`src/rtl/mask_run_decode.sv`:
```
// mask_run_decode: splits each accepted byte-enable mask into maximal runs of
// contiguous set bits and emits one (strtbyte, endbyte) beat per run, lowest
// run first, over a valid/ready handshake.
//
// Optional feature macro: MASK_RUN_DECODE_ZERO_BEAT_EN
//   defined   : an all-zero mask produces one beat with run_zero=1, run_last=1.
//   undefined : an all-zero mask is accepted and silently dropped; run_zero=0.
module mask_run_decode #(
  parameter int unsigned MW = 8,
  parameter int unsigned BW = 3
) (
  input  logic          clk,
  input  logic          reset,
  input  logic [MW-1:0] mask,
  input  logic          mask_vld,
  output logic          mask_rdy,
  output logic [BW-1:0] strtbyte,
  output logic [BW-1:0] endbyte,
  output logic          run_last,
  output logic          run_zero,
  output logic          run_vld,
  input  logic          run_rdy
);

  localparam int unsigned MASK_W = MW;
  localparam int unsigned IDX_W  = BW;

  typedef enum logic [0:0] {
    IDLE = 1'b0,
    SCAN = 1'b1
  } state_e;

  state_e              state_q;
  state_e              state_d;
  logic [MASK_W-1:0]   residual_q;
  logic [MASK_W-1:0]   residual_d;
  logic                zero_q;
  logic                zero_d;

  // Run-finder results for the current residual
  logic [IDX_W-1:0]    run_strt_c;
  logic [IDX_W-1:0]    run_end_c;
  logic [MASK_W-1:0]   run_mask_c;
  logic                run_last_c;
  logic                scan_found;
  logic                scan_done;

  // Handshake helpers
  logic                accept_c;
  logic                load_ok_c;
  logic                run_take_c;

  // State and residual registers; async reset drops any partial mask
  always_ff @(posedge clk or posedge reset) begin
    if (reset) begin
      state_q    <= IDLE;
      residual_q <= '0;
      zero_q     <= 1'b0;
    end else begin
      state_q    <= state_d;
      residual_q <= residual_d;
      zero_q     <= zero_d;
    end
  end

  // Locate the lowest run: first set bit up to the bit before the next clear bit
  always_comb begin
    run_strt_c = '0;
    run_end_c  = '0;
    run_mask_c = '0;
    scan_found = 1'b0;
    scan_done  = 1'b0;
    for (int i = 0; i < int'(MASK_W); i++) begin
      if (!scan_done) begin
        if (residual_q[i]) begin
          if (!scan_found) begin
            run_strt_c = IDX_W'(i);
          end
          scan_found    = 1'b1;
          run_end_c     = IDX_W'(i);
          run_mask_c[i] = 1'b1;
        end else if (scan_found) begin
          scan_done = 1'b1;
        end
      end
    end
    run_last_c = ((residual_q & ~run_mask_c) == '0);
  end

  // Whether an accepted mask starts a scan or is dropped on the floor
  always_comb begin
`ifdef MASK_RUN_DECODE_ZERO_BEAT_EN
    load_ok_c = 1'b1;
`else
    load_ok_c = (mask != '0);
`endif
    accept_c   = mask_vld && mask_rdy;
    run_take_c = run_vld && run_rdy;
  end

  // Next-state and residual update
  always_comb begin
    state_d    = state_q;
    residual_d = residual_q;
    zero_d     = zero_q;
    unique case (state_q)
      IDLE: begin
        if (accept_c && load_ok_c) begin
          state_d    = SCAN;
          residual_d = mask;
          zero_d     = (mask == '0);
        end
      end
      SCAN: begin
        if (run_take_c) begin
          if (run_last_c) begin
            if (accept_c && load_ok_c) begin
              state_d    = SCAN;
              residual_d = mask;
              zero_d     = (mask == '0);
            end else begin
              state_d    = IDLE;
              residual_d = '0;
              zero_d     = 1'b0;
            end
          end else begin
            residual_d = residual_q & ~run_mask_c;
          end
        end
      end
      default: begin
        state_d    = IDLE;
        residual_d = '0;
        zero_d     = 1'b0;
      end
    endcase
  end

  // Outputs: run fields are zero whenever no run is presented
  always_comb begin
    run_vld  = 1'b0;
    strtbyte = '0;
    endbyte  = '0;
    run_last = 1'b0;
    run_zero = 1'b0;
    mask_rdy = 1'b0;
    unique case (state_q)
      IDLE: begin
        mask_rdy = 1'b1;
      end
      SCAN: begin
        run_vld  = 1'b1;
        strtbyte = run_strt_c;
        endbyte  = run_end_c;
        run_last = run_last_c;
`ifdef MASK_RUN_DECODE_ZERO_BEAT_EN
        run_zero = zero_q;
`else
        run_zero = 1'b0;
`endif
        mask_rdy = run_rdy && run_last_c;
      end
      default: begin
        mask_rdy = 1'b0;
      end
    endcase
  end

endmodule

```
`config.mk`:
```
export PLATFORM = sky130hd
export DESIGN_NAME = mask_run_decode
export DESIGN_NICKNAME = d
export VERILOG_FILES = /design/src/rtl/mask_run_decode.sv
export SDC_FILE = /design/constraint.sdc
export NUM_CORES = 1
export LEC_CHECK = 0
export BUFFER_PORTS_ARGS = -buffer_cell sky130_fd_sc_hd__buf_2
export CAP_MARGIN = 20
export CORE_MARGIN = 2
export CORE_UTILIZATION = 45
export CTS_CLUSTER_DIAMETER = 120
export CTS_CLUSTER_SIZE = 8
export DETAILED_ROUTE_END_ITERATION = 12
export PLACE_DENSITY = 0.7
export SKIP_LAST_GASP = 1
export SLEW_MARGIN = 20
export SYNTH_ARGS = -nofsm -noshare
export SYNTH_HDL_FRONTEND = slang
export SYNTH_SLANG_ARGS = --single-unit
```
`constraint.sdc`:
```
create_clock -name clk -period 1.92 [get_ports clk]
set_clock_uncertainty 0.1 [all_clocks]
set_input_delay 0.096 -clock clk [delete_from_list [all_inputs] [get_ports clk]]
set_output_delay 0.096 -clock clk [all_outputs]
set_load 0.02 [all_outputs]
```
==> run metrics <==
final setup violating endpoints 15; internal power summed over all cells 1.59 mW; IR drop worst, VDD 0.00149 V; CTS tree yes; max incr delay on CP just under 0.6 ns; upper clock frequency limit around 0.45 GHz; first-iteration detailed-routing DRC count 63; Buf+Inv Stages, Crit Path 1; worst hold slack after final layout 0.0125 ns; total of warnings raised by yosys 0; async set-reset flop share out of synthesis 100%; clock insertion delay at the later pin of the skew report about 0.27 ns; critical path depth in cells 5; net switching power of the design around 1.6 mW; worst setup path category reg -> out; number of synthesized register bits 9; number of nets produced by synthesis around 120; H-Tree Depth 1; fraction of met2 tracks used by global routing 49.7%; type of element capturing the critical path output port; CTS clock-pin slew for the worst setup and hold paths around 0.070 ns; Synth area leader sky130_fd_sc_hd__dfrtp_1; type of origin of the critical path flip-flop; Final Slew Violations 0; share of the synthesized area in the top cell type a little over a quarter; cell breakdown of the critical path or4_4, o211ai_4, nand3_1, a21oi_2, buf_4; cell family with the largest share of critical-path delay simple AND/OR/NAND/NOR gates; most common cell in the synthesized netlist sky130_fd_sc_hd__inv_1; number of distinct library cells after synthesis 45; vias per cell about 6; failing checks negative setup slack; combinational fraction of design power between 80 and 90%; total routed wirelength ~3.6 mm; number of global-route vias before repair 1,011; row cnt 15; power share of the clock group approximately 5%; Finished Core Util between 80 and 90%; horizontal die dimension around 47 um; area of all sequential standard cells around 230 um^2; starting utilization of the core area around 48%; pin count of the biggest net entering global routing 11; number of iterations in the first detailed-routing pass 4; Hold WC Path Type in -> reg; placed wire-length estimate ~1.9 mm; CTS sink cnt 9; Seq/Total Area, Yosys 26.7%; GR met3 Demand/Resource around 7.3%; post-synthesis area per instance 7.75 um^2; antenna violations before repair 0; data arrival time of the worst path approximately 2.0 ns; Max Root-Sink Buffers 2; Sw Ratio 49.5%; Avg WL per Cell around 19 um; final worst-path setup slack -0.283 ns; CTS Root Buffer Type sky130_fd_sc_hd__clkbuf_4; top cells by instance count after synthesis 14 x sky130_fd_sc_hd__inv_1, 10 x sky130_fd_sc_hd__nor2_1, 9 x sky130_fd_sc_hd__dfrtp_1, 8 x sky130_fd_sc_hd__nand2_1, 5 x sky130_fd_sc_hd__o22ai_1; height of the die about 47 um; post-route ant nets 0; Final Hold Fails 0; via count of the routed design around 1,100; global-route wire length before repair 4.49 mm; antenna diode count 0; Total Routing Usage GR 28.6%; run status complete, but fails checks; most used flip-flop cell after synthesis sky130_fd_sc_hd__dfrtp_1; areal power density over the cells roughly 2200 mW/mm^2; Gate Count Post-Synth about 110; Area Overhead vs Synth 68.3%; r2r worst-path depth 8; fin crit share 115%; cell depth of the worst hold path 3; top cells by area, synth sky130_fd_sc_hd__dfrtp_1 27%, sky130_fd_sc_hd__inv_1 6.2%, sky130_fd_sc_hd__nor2_1 4.4%; worst-path cell with the longest stage delay sky130_fd_sc_hd__or4_4; required time of the critical path 1.72 ns; routability congestion estimate 0.866; Top Usage Layer GRT met2; static leakage power roughly 0.67 nW; post-synthesis instance area about 840 um^2; number of fill cells in the layout 106; number of buffer cells added on primary ports 20; final net count 179; fraction of layout cells with a size suffix above 1 between 50% and 60%; shortest period the worst path allows 2.20 ns; core outline area between 0.0015 and 0.002 mm^2; EDFF count, synth 0; Total Power 3.14 mW; io pins 22; maximum fanout encountered on the critical timing path 5; number of buffers inserted during clock tree synthesis 3; number of DRC violations after detailed routing 0; reported max-cap violation count 0; Die ar. 0.00224 mm^2; overflow left after global routing 0; unrepaired setup endpoints after global routing yes; met1 Track Usage GR between 30% and 40%; area occupied by multi-input gates around 620 um^2; sequential power share ~14%
## sequential cells by signal (all words and copies together) (netlist names)
| register | count |
|---|---|
| state_q | 1 |
| residual_q | 8 |
## worst paths after layout
kind | slack [ns] | to | start
setup / recovery | -0.28 | endbyte[0] | residual_q[0]$_DFFE_PP0P_
setup reg to reg | -0.15 | residual_q[3]$_DFFE_PP0P_ | residual_q[3]$_DFFE_PP0P_
min in group asynchronous | 0.23 | state_q$_DFF_PP0_ | reset
hold / removal | 0.01 | residual_q[7]$_DFFE_PP0P_ | mask[7]
max in group asynchronous | 1.22 | residual_q[4]$_DFFE_PP0P_ | reset
hold reg to reg | 0.58 | residual_q[0]$_DFFE_PP0P_ | residual_q[0]$_DFFE_PP0P_
## power by group through the flow
stage / Clock (mW) / Combinational (mW) / Sequential (mW)
floorplan: 0 / 1.22 / 0.350
global placement: 0 / 1.74 / 0.416
detailed placement: 0 / 1.75 / 0.426
CTS: 0.149 / 2.19 / 0.407
global route: 0.167 / 2.67 / 0.441
finish: 0.157 / 2.55 / 0.437
## logic make-up (layout without fill, tap and decap cells)
group	Yosys count	count (layout)	synth area share, %
compound gates	37	37	34.2
simple gates	41	41	26.8
other cells	1	1	0.444
buf+inv	21	78	11.9
flops	9	9	26.7
## cell type report
| cell class | count | area share, % |
|---|---|---|
| Inverter | 14 | 3.70 |
| Multi-Input combinational cell | 79 | 43.9 |
| Clock buffer | 4 | 1.85 |
| Sequential cell | 9 | 16.3 |
| Timing Repair Buffer | 60 | 32.0 |
| Tap cell | 25 | 2.20 |
## worst reg2reg max path, stage by stage, from the launching register on
cell,delay [ns]
sky130_fd_sc_hd__dfrtp_2,0.47
sky130_fd_sc_hd__and2_4,0.18
sky130_fd_sc_hd__o211ai_4,0.20
sky130_fd_sc_hd__buf_4,0.15
sky130_fd_sc_hd__buf_4,0.11
sky130_fd_sc_hd__nand3_2,0.11
sky130_fd_sc_hd__buf_4,0.16
sky130_fd_sc_hd__a31oi_4,0.31
sky130_fd_sc_hd__o22ai_1,0.14
## metrics by stage
stage	TNS [ns]	setup WS [ns]	cell area, um^2	std cells
final	-2.25	-0.283	1420	191
after global routing	-3.03	-0.312	1420	191
after CTS	-0.873	-0.196	1310	187
after detailed placement	-0.127	-0.0511	1070	166
after global placement	0	0.00399	1070	166
after floorplan	0	0.0185	848	109
## layout by cell type, fill, tap and decap left out, drive strengths merged
cell / count
or4: 1
clkbuf: 4
a311oi: 1
dlygate4sd3: 7
a2111o: 1
dfrtp: 9
a22o: 1
nor4: 3
a21o: 1
and3: 1
nor2b: 4
and4: 1
o311ai: 1
a21oi: 4
o21bai: 2
a22oi: 1
o21ai: 6
nor2: 11
a31oi: 2
buf: 53
a21boi: 2
nor3: 2
o21a: 2
and2: 2
a221oi: 2
o22ai: 5
o2bb2ai: 1
o31ai: 1
nand2b: 2
conb: 1
a2111oi: 1
nor3b: 1
nand2: 8
inv: 14
nand3: 5
a211o: 1
o211ai: 2
## what timing repair did
action / in CTS / in global routing
pin swaps: 8 / 7
gates resized for setup: 20 / 17
hold buffers: 6 / 1
hold endpoints to repair: 14 / 1
endpoints found under the setup margin: 10 / 17
buffers inserted: 11 / 4
## layer usage
metal,up-vias,part of all wire (%)
li1,504,-
met1,554,41
met2,70,50
met3,16,6.6
met4,0,3.0
met5,-,0
Power figures use the tool's default switching activity.
